--- config.mk ---
export PLATFORM = sky130hd
export DESIGN_NAME = booth_mul_seq
export DESIGN_NICKNAME = d
export VERILOG_FILES = /design/src/rtl/booth_pkg.sv /design/src/rtl/adder_rca.sv /design/src/rtl/booth_mul_seq.sv
export SDC_FILE = /design/constraint.sdc
export NUM_CORES = 1
export LEC_CHECK = 0
export BUFFER_PORTS_ARGS = -buffer_cell sky130_fd_sc_hd__buf_2
export CAP_MARGIN = 25
export CORE_UTILIZATION = 35
export CTS_BUF_LIST = sky130_fd_sc_hd__clkbuf_16
export DETAILED_ROUTE_END_ITERATION = 16
export SYNTH_ARGS = -nofsm -noshare
export SYNTH_HDL_FRONTEND = slang
export SYNTH_SLANG_ARGS = --single-unit
--- constraint.sdc ---
create_clock -name clk -period 4.9 [get_ports clk]
set_input_delay 0.245 -clock clk [delete_from_list [all_inputs] [get_ports clk]]
set_output_delay 0.245 -clock clk [all_outputs]
set_load 0.05 [all_outputs]
--- src/rtl/booth_pkg.sv ---
// Shared types and helpers for the sequential Booth multiplier.
package booth_pkg;

    typedef enum logic [1:0] {
        StIdle = 2'd0,
        StIter = 2'd1,
        StDone = 2'd2
    } state_e;

    typedef enum logic [1:0] {
        OpNop = 2'd0,
        OpAdd = 2'd1,
        OpSub = 2'd2
    } booth_op_e;

    // Width needed to hold values 0..value-1; never less than one bit.
    function automatic int unsigned clog2(input int unsigned value);
        int unsigned width;
        width = 1;
        while ((64'd1 << width) < 64'(value)) width++;
        return width;
    endfunction

endpackage

--- src/rtl/adder_rca.sv ---
// Plain ripple-carry adder: sum = x + y + carry_in.
module adder_rca #(
    parameter int unsigned Width = 9
) (
    input  logic [Width-1:0] x_i,
    input  logic [Width-1:0] y_i,
    input  logic             carry_i,
    output logic [Width-1:0] sum_o,
    output logic             carry_o
);

    logic [Width:0] carry;

    always_comb begin
        carry    = '0;
        sum_o    = '0;
        carry[0] = carry_i;
        for (int unsigned i = 0; i < Width; i++) begin
            sum_o[i]   = x_i[i] ^ y_i[i] ^ carry[i];
            carry[i+1] = (x_i[i] & y_i[i]) | (carry[i] & (x_i[i] ^ y_i[i]));
        end
    end

    assign carry_o = carry[Width];

endmodule

--- src/rtl/booth_mul_seq.sv ---
// Sequential signed radix-2 Booth multiplier: one add/sub-and-shift per clock, W steps per product.
module booth_mul_seq
    import booth_pkg::*;
#(
    parameter int unsigned W = 8
) (
    input  logic           clk,
    input  logic           rst_b,
    input  logic           start,
    input  logic [W-1:0]   a,
    input  logic [W-1:0]   b,
    output logic           ready,
    output logic           done,
    output logic [2*W-1:0] product
);

    localparam int unsigned CntW = clog2(W);

    state_e          state_q;
    logic [CntW-1:0] cnt_q;
    logic [W:0]      acc_q;
    logic [W:0]      m_q;
    logic [W-1:0]    q_q;
    logic            q_m1_q;
    logic            done_q;
    logic [2*W-1:0]  product_q;

    booth_op_e       op;
    logic [W:0]      add_y;
    logic            add_cin;
    logic [W:0]      add_sum;
    logic            unused_carry;
    logic [W:0]      step_sum;
    logic [W:0]      acc_d;
    logic [W-1:0]    q_d;
    logic            q_m1_d;

    always_comb begin
        case ({q_q[0], q_m1_q})
            2'b01:   op = OpAdd;
            2'b10:   op = OpSub;
            default: op = OpNop;
        endcase
    end

    // Subtraction reuses the adder as A + ~M + 1.
    assign add_y   = (op == OpSub) ? ~m_q : m_q;
    assign add_cin = (op == OpSub);

    adder_rca #(
        .Width (W + 1)
    ) u_adder (
        .x_i     (acc_q),
        .y_i     (add_y),
        .carry_i (add_cin),
        .sum_o   (add_sum),
        .carry_o (unused_carry)
    );

    always_comb begin
        step_sum = (op == OpNop) ? acc_q : add_sum;
        acc_d    = {step_sum[W], step_sum[W:1]};
        q_d      = {step_sum[0], q_q[W-1:1]};
        q_m1_d   = q_q[0];
    end

    always_ff @(posedge clk) begin
        if (!rst_b) begin
            state_q   <= StIdle;
            cnt_q     <= '0;
            acc_q     <= '0;
            m_q       <= '0;
            q_q       <= '0;
            q_m1_q    <= 1'b0;
            done_q    <= 1'b0;
            product_q <= '0;
        end else begin
            case (state_q)
                StIdle: begin
                    done_q <= 1'b0;
                    if (start) begin
                        acc_q   <= '0;
                        q_q     <= b;
                        q_m1_q  <= 1'b0;
                        m_q     <= {a[W-1], a};
                        cnt_q   <= '0;
                        state_q <= StIter;
                    end
                end
                StIter: begin
                    acc_q  <= acc_d;
                    q_q    <= q_d;
                    q_m1_q <= q_m1_d;
                    cnt_q  <= cnt_q + 1'b1;
                    if (cnt_q == CntW'(W - 1)) begin
                        product_q <= {acc_d[W-1:0], q_d};
                        done_q    <= 1'b1;
                        state_q   <= StDone;
                    end
                end
                StDone: begin
                    done_q  <= 1'b0;
                    state_q <= StIdle;
                end
                default: begin
                    done_q  <= 1'b0;
                    state_q <= StIdle;
                end
            endcase
        end
    end

    assign ready   = (state_q == StIdle);
    assign done    = done_q;
    assign product = product_q;

endmodule
==> impl_metrics.tcl <==
set metrics [dict create \
    die_w_um 80.5 \
    synthCells 226 \
    grt_pass1_wl_mm 7.49 \
    cts_tree "done" \
    synth_edf_count 0 \
    fin_cells 332 \
    rows 28 \
    cts_resized 0 \
    worst_hold_slack_ps 192 \
    combPwrFrac_pct 12.7 \
    setup_viol 0 \
    cts_buffers 5 \
    drive_gt1_share_pct 19.5 \
    area_delta_synth_final_pct 16.0 \
    cp_cell_sequence "ha_1 > xnor2_1 > fa_1 > fa_1 > inv_1 > fa_1 > fa_1 > fa_1 > inv_1 > fa_1 > fa_1 > nand2b_1 > a32o_1" \
    clock_path_buffers 2 \
    clock_skew_ps 4.93 \
    ys_seq_area_share_pct 43.6 \
    dpl_worst_slack_ps 1170 \
    grt_max_degree 25 \
    relSlewSlack_pct 32.4 \
    postRouteAntennaNets 0 \
    ys.flop_type "dfxtp_1" \
    clockPowerShare_pct 38.4 \
    critPathLaunchType "register" \
    clock-sinks 47 \
    hold_class "input port to register" \
    dieArea_um2 6480 \
    core_um2 5920 \
    max_stage_delay_ps 500 \
    p_leak_nw 1.04 \
    crit_slowest_cell "fa_1" \
    switching_share_pct 25.4 \
    synthArstFlopShare_pct 0 \
    critPathBufInv 2 \
    dp_hpwl_mm 3.10 \
    internal_power_w 0.000625 \
    post-route-period-util_pct 76.0 \
    ys_seq_elements 47 \
    n_antenna_cell 0 \
    vdd_drop_max_mv 0.196 \
    crit_top_cell "fa_1" \
    rsz0062_at_grt "false" \
    maxCapViolations 0 \
    fmax_ghz 0.269 \
    routed_via_density 4.88 \
    crit_type "register to register" \
    synth_nets 256 \
    grt_pass1_vias 1546 \
    cp_top_family "adder cells" \
    cts_root_buf "clkbuf_16" \
    finalHoldViolCount 0 \
    tns_ps 0 \
    place_congestion 0.769 \
    grt_antenna_before_repair 0 \
    globalRoute.totalOverflow 0 \
    yosysWarnings 0 \
    clock_latency_ps 290 \
    cp.required_ps 5080 \
    synth_cell_type_count 35 \
    period_needed_ps 3720 \
    wl_mm 4.51 \
    drv_slew 0 \
    cp_max_fo 8 \
    grtUsageTotal_pct 15.6 \
    status "completed" \
    post-cts-setup-buffers 0 \
    power_density_nw_per_um2 335 \
    worstMarginPinSlew_ps 1010 \
    fin_nets 286 \
    wl_per_cell_um 13.6 \
    ios 37 \
    clk_transition_reported_paths_ps 60 \
    htree_levels 2 \
    drt_iter0_markers 63 \
    total_power_w 0.000838 \
    initial_core_util_pct 36.4 \
    port_buffers 36 \
    dr.pass1.iters 4 \
    hold_buffers 0 \
    syn_area_um2 2160 \
    netSwitchingPower_w 0.000213 \
    dp_cells 324 \
    die_y_um 80.5 \
    pwr-share-seq_pct 48.8 \
    arrival_ps 3900 \
    vias 1619 \
    avgSynthCellArea_um2 9.54 \
    drcViolationCount 0 \
    worst_slack_ps 1180 \
    cp-end-kind "register" \
]
-- metrics by stage --
stage / instance area (um2) / util (%)
after detailed placement: 2360 / 39.9
final: 2500 / 42.2
after floorplan: 2160 / -
after CTS: 2500 / 42.2
after global placement: 2340 / 39.5
after global routing: 2500 / 42.2
-- cells by family (layout without fill, tap and decap cells) --
group                    after synthesis  after routing  share of synthesized area (%)
AND/OR/NAND/NOR                       70             70                           15.3
AO/OA/AOI/OAI                         54             54                           16.7
flip-flops                            47             47                           43.6
XOR/XNOR                               8              8                           3.25
multiplexers                          13             13                           6.03
buffers and inverters                 23             54                           5.92
adder cells (fa/ha/maj)               11             11                           9.16
-- power by group through the flow --
stage | Sequential (W) | Combinational (W) | Clock (W)
CTS | 0.000409 | 0.000108 | 0.000330
detailed placement | 0.000417 | 0.000108 | 0
global placement | 0.000417 | 0.000103 | 0
floorplan | 0.000413 | 0.0000849 | 0
global route | 0.000410 | 0.000121 | 0.000348
finish | 0.000409 | 0.000107 | 0.000322
-- worst min-delay path, cell delays in order --
cell     delay, ps
buf_2           70
mux2i_1         50
nor2_1          70
-- cells in the final DEF, fill, tap and decap left out, types with 2 or more instances in the layout --
master / n
a22o_1: 3
fa_1: 8
a21oi_1: 27
buf_2: 36
a211oi_2: 3
dfxtp_1: 47
nand2_1: 26
xor2_1: 4
mux2i_1: 13
a32o_1: 3
inv_1: 10
ha_1: 3
xnor2_1: 4
nand2b_1: 10
nand3b_1: 2
clkinv_1: 2
nand3_1: 6
nor2_1: 21
nor2b_1: 2
clkbuf_16: 5
o21ai_0: 8
-- sequential cells by signal, summed over array words and instances, names as in the netlist --
register	count
acc_q	8
cnt_q	3
done	1
m_q	8
product	16
q_m1_q	1
q_q	8
state_q	2
-- cells in the mapped netlist, types with 2 or more instances --
cell type,n,area [um2]
a211oi_2,3,37.5
a21oi_1,27,135
a22o_1,3,26.3
a32o_1,3,30.0
buf_2,6,30.0
buf_4,5,37.5
buf_6,2,22.5
dfxtp_1,47,941
fa_1,8,160
ha_1,3,37.5
inv_1,9,33.8
mux2i_1,13,130
nand2_1,26,97.6
nand2b_1,10,62.6
nand3_1,6,30.0
nand3b_1,2,15.0
nor2_1,21,78.8
nor2b_1,2,12.5
o21ai_0,8,40.0
xnor2_1,4,35.0
xor2_1,4,35.0
-- per-layer routing --
| metal | routed length, um | global-route usage (%) |
|---|---|---|
| met5 | 0 | 0 |
| met4 | 48 | 5.00 |
| met3 | 275 | 5.57 |
| met2 | 2120 | 24.8 |
| met1 | 2060 | 19.4 |
-- layout make-up --
class	count	area, um2
Inverter	9	33.8
Sequential cell	47	941
Fill cell	596	3420
Multi-Input combinational cell	156	1090
Timing Repair Buffer	37	208
Tap cell	75	93.8
Clock inverter	3	11.3
Clock buffer	5	125
-- final timing paths --
kind                                start                 endpoint  slack, ps  cells past startpoint
hold / removal                       a[4]      m_q[4]$_SDFFE_PN0P_        190                      3
setup reg to reg      q_q[0]$_SDFFE_PN0P_    acc_q[6]$_SDFFE_PN0P_       1180                     13
hold reg to reg   product[3]$_SDFFE_PN0P_  product[3]$_SDFFE_PN0P_        450                      2
setup / recovery      q_q[0]$_SDFFE_PN0P_    acc_q[6]$_SDFFE_PN0P_       1180                     13
Power figures use the tool's default switching activity.
